==> config.mk <==
export PLATFORM = sky130hd
export DESIGN_NAME = esp_resp_parser
export DESIGN_NICKNAME = d
export VERILOG_FILES = /design/src/rtl/esp_resp_parser_pkg.sv /design/src/rtl/esp_resp_parser_kw_match.sv /design/src/rtl/esp_resp_parser.sv
export SDC_FILE = /design/constraint.sdc
export NUM_CORES = 1
export LEC_CHECK = 0
export CAP_MARGIN = 10
export CELL_PAD_IN_SITES_DETAIL_PLACEMENT = 1
export CELL_PAD_IN_SITES_GLOBAL_PLACEMENT = 2
export CORE_ASPECT_RATIO = 1.25
export CORE_MARGIN = 2
export CORE_UTILIZATION = 49
export DETAILED_ROUTE_END_ITERATION = 12
export PLACE_DENSITY_LB_ADDON = 0.1
export SLEW_MARGIN = 10
export SYNTH_ARGS = -nofsm -noshare
export SYNTH_HDL_FRONTEND = slang
export SYNTH_SLANG_ARGS = --single-unit
==> constraint.sdc <==
create_clock -name clk -period 3.1 [get_ports clk]
set_clock_uncertainty 0.15 [all_clocks]
set_input_delay 0.31 -clock clk [delete_from_list [all_inputs] [get_ports clk]]
set_output_delay 0.31 -clock clk [all_outputs]
set_load 0.03 [all_outputs]
==> src/rtl/esp_resp_parser_pkg.sv <==
`default_nettype none
// ============================================================================
// Module  : esp_pkg
// Purpose : Shared constants for the ESP AT response parser: line control
//           characters, response-code encodings, keyword byte patterns and
//           the parser state type.
// Rev     : 1.0 - initial release
// ============================================================================
package esp_pkg;

  // Line control characters
  localparam logic [7:0] CHAR_CR = 8'h0D;
  localparam logic [7:0] CHAR_LF = 8'h0A;

  // resp_code encodings
  localparam logic [1:0] RESP_OTHER = 2'd0;
  localparam logic [1:0] RESP_OK    = 2'd1;
  localparam logic [1:0] RESP_ERROR = 2'd2;
  localparam logic [1:0] RESP_READY = 2'd3;

  // Keyword bytes, first character in the most significant byte
  localparam logic [15:0] KW_OK    = 16'h4F4B;         // "OK"
  localparam logic [39:0] KW_ERROR = 40'h4552524F52;   // "ERROR"
  localparam logic [39:0] KW_READY = 40'h7265616479;   // "ready"

  // Parser FSM states
  typedef enum logic [1:0] {
    ST_COLLECT  = 2'd0,
    ST_CLASSIFY = 2'd1,
    ST_HOLD     = 2'd2
  } parse_state_t;

endpackage : esp_pkg
`default_nettype wire

==> src/rtl/esp_resp_parser_kw_match.sv <==
`default_nettype none
// ============================================================================
// Module  : esp_kw_match
// Purpose : Combinational ESP AT keyword classifier. Compares the first five
//           line bytes against "OK", "ERROR" and "ready" with an exact length
//           match; overflowed lines are always OTHER.
// Rev     : 1.0 - initial release
// ============================================================================
module esp_kw_match
  import esp_pkg::*;
#(
  parameter int LEN_W = 7
) (
  input  logic [39:0]      head_i,      // bytes 0..4, byte 0 in [39:32]
  input  logic [LEN_W-1:0] len_i,
  input  logic             ovf_i,
  output logic [1:0]       resp_code_o
);

  // Exact-length, case-sensitive keyword compare
  always_comb begin
    resp_code_o = RESP_OTHER;
    if (!ovf_i) begin
      if ((len_i == LEN_W'(2)) && (head_i[39:24] == KW_OK)) begin
        resp_code_o = RESP_OK;
      end else if ((len_i == LEN_W'(5)) && (head_i == KW_ERROR)) begin
        resp_code_o = RESP_ERROR;
      end else if ((len_i == LEN_W'(5)) && (head_i == KW_READY)) begin
        resp_code_o = RESP_READY;
      end
    end
  end

endmodule : esp_kw_match
`default_nettype wire

==> src/rtl/esp_resp_parser.sv <==
`default_nettype none
// ============================================================================
// Module  : esp_resp_parser
// Purpose : Assembles LF-terminated ESP32 UART response lines into a local
//           buffer, classifies them and hands them to the command sequencer
//           over a valid/ready line handshake. Back-pressures the UART while
//           a completed line is held.
// Options : ESP_RESP_TIMEOUT_EN - discard a partial line after TIMEOUT_CYC
//           idle cycles and pulse line_timeout.
// Rev     : 1.0 - initial release
// ============================================================================
module esp_resp_parser
  import esp_pkg::*;
#(
  parameter int MAX_LEN     = 64,
  parameter int TIMEOUT_CYC = 1_000_000
) (
  input  logic                       clk,
  input  logic                       rst,
  input  logic [7:0]                 rx_data,
  input  logic                       rx_valid,
  output logic                       rx_ready,
  output logic                       line_valid,
  input  logic                       line_ready,
  output logic [$clog2(MAX_LEN):0]   line_len,
  output logic                       line_ovf,
  output logic [1:0]                 resp_code,
  input  logic [$clog2(MAX_LEN)-1:0] rd_addr,
  output logic [7:0]                 rd_data,
  output logic                       line_timeout
);

  localparam int AW    = $clog2(MAX_LEN);
  localparam int LEN_W = AW + 1;

  parse_state_t     state_q;
  logic [LEN_W-1:0] count_q;
  logic             ovf_q;
  logic             rx_ready_q;
  logic             line_valid_q;
  logic [LEN_W-1:0] line_len_q;
  logic             line_ovf_q;
  logic [1:0]       resp_code_q;
  logic [7:0]       line_buf_q [MAX_LEN];

  logic             w_rx_xfer;
  logic             w_is_data;
  logic             w_room;
  logic             w_wr_en;
  logic [1:0]       w_resp_code;
  logic [39:0]      w_head;

  // rx_ready_q is only ever set in COLLECT, so a transfer implies COLLECT
  assign w_rx_xfer = rx_valid & rx_ready_q;
  assign w_is_data = (rx_data != CHAR_CR) && (rx_data != CHAR_LF);
  assign w_room    = (count_q < LEN_W'(MAX_LEN));
  assign w_wr_en   = w_rx_xfer & w_is_data & w_room;
  assign w_head    = {line_buf_q[0], line_buf_q[1], line_buf_q[2],
                      line_buf_q[3], line_buf_q[4]};

  esp_kw_match #(
    .LEN_W (LEN_W)
  ) u_kw_match (
    .head_i      (w_head),
    .len_i       (count_q),
    .ovf_i       (ovf_q),
    .resp_code_o (w_resp_code)
  );

`ifdef ESP_RESP_TIMEOUT_EN
  localparam int TO_W = (TIMEOUT_CYC > 1) ? $clog2(TIMEOUT_CYC) : 1;
  logic [TO_W-1:0] idle_cnt_q;
  logic            line_timeout_q;
  assign line_timeout = line_timeout_q;
`else
  logic unused_timeout_cfg;
  assign unused_timeout_cfg = (TIMEOUT_CYC != 0);
  assign line_timeout       = 1'b0;
`endif

  // Line buffer storage; contents are only meaningful up to line_len
  always_ff @(posedge clk) begin
    if (w_wr_en) begin
      line_buf_q[count_q[AW-1:0]] <= rx_data;
    end
  end

  // Parser FSM with registered handshake and line outputs
  always_ff @(posedge clk or posedge rst) begin
    if (rst) begin
      state_q        <= ST_COLLECT;
      count_q        <= '0;
      ovf_q          <= 1'b0;
      rx_ready_q     <= 1'b0;
      line_valid_q   <= 1'b0;
      line_len_q     <= '0;
      line_ovf_q     <= 1'b0;
      resp_code_q    <= RESP_OTHER;
`ifdef ESP_RESP_TIMEOUT_EN
      idle_cnt_q     <= '0;
      line_timeout_q <= 1'b0;
`endif
    end else begin
`ifdef ESP_RESP_TIMEOUT_EN
      line_timeout_q <= 1'b0;
`endif
      case (state_q)
        ST_COLLECT: begin
          rx_ready_q <= 1'b1;
          if (w_rx_xfer) begin
`ifdef ESP_RESP_TIMEOUT_EN
            idle_cnt_q <= '0;
`endif
            if (rx_data == CHAR_LF) begin
              // Blank lines are swallowed; a non-empty line is closed
              if (count_q != '0) begin
                state_q    <= ST_CLASSIFY;
                rx_ready_q <= 1'b0;
              end
            end else if (rx_data != CHAR_CR) begin
              // Count saturates at MAX_LEN; excess bytes only flag overflow
              if (w_room) begin
                count_q <= count_q + 1'b1;
              end else begin
                ovf_q <= 1'b1;
              end
            end
          end
`ifdef ESP_RESP_TIMEOUT_EN
          else if (count_q != '0) begin
            if (idle_cnt_q == TO_W'(TIMEOUT_CYC - 1)) begin
              idle_cnt_q     <= '0;
              count_q        <= '0;
              ovf_q          <= 1'b0;
              line_timeout_q <= 1'b1;
            end else begin
              idle_cnt_q <= idle_cnt_q + 1'b1;
            end
          end
`endif
        end
        ST_CLASSIFY: begin
          resp_code_q  <= w_resp_code;
          line_len_q   <= count_q;
          line_ovf_q   <= ovf_q;
          line_valid_q <= 1'b1;
          state_q      <= ST_HOLD;
        end
        ST_HOLD: begin
          if (line_ready) begin
            count_q      <= '0;
            ovf_q        <= 1'b0;
            line_valid_q <= 1'b0;
            rx_ready_q   <= 1'b1;
            state_q      <= ST_COLLECT;
          end
        end
        default: begin
          state_q    <= ST_COLLECT;
          rx_ready_q <= 1'b0;
        end
      endcase
    end
  end

  assign rx_ready   = rx_ready_q;
  assign line_valid = line_valid_q;
  assign line_len   = line_len_q;
  assign line_ovf   = line_ovf_q;
  assign resp_code  = resp_code_q;
  assign rd_data    = line_buf_q[rd_addr];

endmodule : esp_resp_parser
`default_nettype wire
==> results.py <==
metrics = {
    "placement": {
        "post_dp_cell_area_um2": 23050,
        "gp_congestion": 0.8064,
        "dp_slack_ns": -0.07091,
        "port_buffers": 37,
        "dp.cells": 1731,
        "dp_hpwl_mm": 34.98,
    },
    "worst_setup_path": {
        "rrSetupSlack_ns": 0.68,
        "critPathLaunch": "line_buf_q[4][0]",
        "cp_slowest_stage_delay_ns": 0.50,
        "r2r_start": "count_q[6]",
        "path_cells": "mux4_2, a2111oi_4, buf_4, nor3_1, a22o_1, buf_6",
        "required_ns": 2.64,
        "critPathSlowestCell": "mux4_2",
        "r2r_end": "line_buf_q[42][3]",
        "worstPathArrival_ns": 2.63,
        "critPathMaxFanout": 2,
        "cp-end-kind": "primary output",
        "critPathKind": "flip-flop to primary output",
        "reg2regPathDepth": 5,
        "setup.worst_path.start_class": "flip-flop",
    },
    "global_routing": {
        "use_met2_pct": 42.24,
        "busiest_layer": "met2",
        "globalRouteOverflowTotal": 0,
        "grt_max_degree": 65,
        "grt_antenna_before_repair": 4,
        "grt.total_usage_pct": 24.65,
        "grt_pass1_wl_mm": 79.73,
        "met1_usage_pct": 32.26,
        "met3_usage_pct": 3.558,
        "grt_pass1_vias": 11910,
    },
    "job": {
        "drv_cap": 0,
    },
    "logic_synthesis": {
        "synth_area_leader_cell": "edfxtp_1",
        "synth_flop_cell": "edfxtp_1",
        "avgSynthCellArea_um2": 20.14,
        "synth_top_area_share_pct": 72.09,
        "synthCells": 1059,
        "ys_top_cells_by_count": "512 x edfxtp_1, 120 x mux4_2, 84 x nor2_1, 26 x nand2_1, 22 x dfrtp_1",
        "ys_warn_count": 0,
        "syn-num-nets": 1081,
        "synth_seq_area_share_pct": 74.67,
        "synth.most_common_cell": "edfxtp_1",
        "synthTopCellsByArea": "edfxtp_1 72%, mux4_2 13%, dfrtp_1 2.6%",
        "ys_types": 62,
        "synth_edf_count": 512,
        "async_reset_ff_share_pct": 4.120,
        "ys_ff_latch": 534,
        "netlist_area_um2": 21330,
    },
    "pwr": {
        "p_per_area_nw_per_um2": 631.3,
        "p_sw_uw": 3697,
        "swShare_pct": 23.57,
        "combPwrFrac_pct": 9.8,
        "p_leak_uw": 0.008134,
        "internal-power_uw": 11980,
        "vdd_ir_drop_max_mv": 0.4583,
        "clkPwrFrac_pct": 37.5,
        "seqPwrFrac_pct": 52.7,
    },
    "cts": {
        "cts_tree": "done",
        "clkSinkCount": 534,
        "cts_root_buf": "clkbuf_16",
        "ctsLongestPathBuffers": 3,
        "clock_latency_ns": 0.58,
        "clk_pin_slew_ns": 0.06,
        "numCtsBuffers": 52,
        "h-tree-depth": 2,
    },
    "detailed_routing": {
        "routed_wl_mm": 53.95,
        "drtPass1Iterations": 5,
        "drc": 0,
        "drt-initial-drc-count": 957,
        "avgRoutedWirePerCell_um": 29.45,
        "post_drt_via_cell_ratio": 5.960,
        "vias": 10920,
        "drtAntennaViolNets": 0,
    },
    "floorplan": {
        "core_area_um2": 43070,
        "initial_core_util_pct": 49.51,
        "die_x_um": 190.6,
        "row_count": 85,
        "io_pins": 39,
        "dieArea_um2": 45220,
        "die_h_um": 237.3,
    },
    "layout": {
        "final_cells": 1832,
        "drive_gt1_share_pct": 30.07,
        "antenna_cells": 0,
        "area_growth_pct": 16.46,
        "final_nets": 1251,
        "final_cell_area_um2": 24840,
    },
    "timing": {
        "tightest_slew_ns": 1.019,
        "fin_crit_sh_pct": 99.65,
        "hold_violations": 0,
        "max_freq_ghz": 0.3237,
        "setup_viol": 0,
        "min_period_ns": 3.089,
        "maxSlewHeadroom_pct": 31.88,
        "drv_slew": 0,
        "worst_slack_ns": 0.01072,
        "rsz0062_at_grt": "true",
    },
    "min_path": {
        "hp-class": "input port to flip-flop",
        "holdPathEnd": "state_q[0]",
        "min_path_cells": 3,
        "worstHoldStart": "rx_data[3]",
    },
    "outcome": {
        "status": "completed",
    },
}
worst max-delay path by stage:
stage | to | cells after the start
2_1_floorplan | rd_data[4] | 8
3_3_place_gp | rd_data[5] | 9
3_5_place_dp | rd_data[5] | 9
4_1_cts | rd_data[3] | 7
5_1_grt | rd_data[1] | 7
6_report | rd_data[0] | 6
cell families after synthesis:
| logic type | after synthesis | synth area share (%) |
|---|---|---|
| buffers and inverters | 62 | 1.825 |
| AO/OA/AOI/OAI | 93 | 3.238 |
| AND/OR/NAND/NOR | 210 | 5.046 |
| flip-flops | 534 | 74.67 |
| adder cells (fa/ha/maj) | 4 | 0.2347 |
| multiplexers | 155 | 14.97 |
| other | 1 | 0.01758 |
metrics by stage:
step	TNS, ns	hold slack (ns)	power (µW)	util [%]
2_1_floorplan	0	0.1492	9178	-
3_3_place_gp	-0.02750	0.3188	9890	53.51
3_5_place_dp	-0.08268	0.3285	9923	53.51
4_1_cts	-0.06812	0.01167	15790	57.43
5_1_grt	-0.1139	0.02540	16150	57.66
6_report	0	0.05052	15680	57.66
flip-flops by register name, summed over array words and instances, names as in the netlist:
register / cells
line_buf_q: 512
count_q: 7
line_len: 7
resp_code: 2
state_q: 2
line_ovf: 1
line_valid: 1
ovf_q: 1
rx_ready: 1
cell usage in the layout, fill, tap and decap left out, types with 10 or more instances in the layout:
cell type          n
o22ai_1           11
clkbuf_1          10
buf_4            132
nand2_1           25
clkdlybuf4s50_1   17
nor2b_1           12
mux4_2           121
clkbuf_16         54
nor2_1            84
edfxtp_1         512
dfrtp_1           22
nand3_1           14
o21ai_0           17
mux2i_1           20
clkinv_1          17
repair_timing:
item / in CTS / in global routing
gates cloned: 0 / 1
endpoints found under the setup margin: 7 / 8
setup buffers: 6 / 1
pin swaps: 10 / 5
hold endpoints to repair: 1 / 0
hold buffers: 1 / 0
resized for setup: 18 / 14
cell type report:
type / count / area [µm²]
clock buffers: 63 / 1364
inverters: 4 / 15.01
well taps: 565 / 706.9
fillers: 3739 / 18240
repair buffers: 174 / 1494
clock inverters: 29 / 180.2
flip-flops and latches: 534 / 15930
multi-input cells: 463 / 5152
power groups by stage:
stage                     combinational, µW  clock (µW)  sequential, µW
after CTS                              1540        5980            8260
after detailed placement               1500           0            8420
final                                  1540        5870            8260
after global placement                 1480           0            8410
after floorplan                         817           0            8360
after global routing                   1640        6230            8280
per-layer routing:
layer / vias up / wire length, µm
met3: 86 / 2904
met4: 2 / 1815
met5: - / 12
li1: 4732 / -
met2: 316 / 27780
met1: 5782 / 21430
critical path, delay by kind of cell, from the launching register on:
family          cells  cell delay [ns]
simple gates        1             0.07
flops               1             0.42
mux                 1             0.50
compound gates      2             0.74
buf+inv             2             0.32
Power figures use the tool's default switching activity.
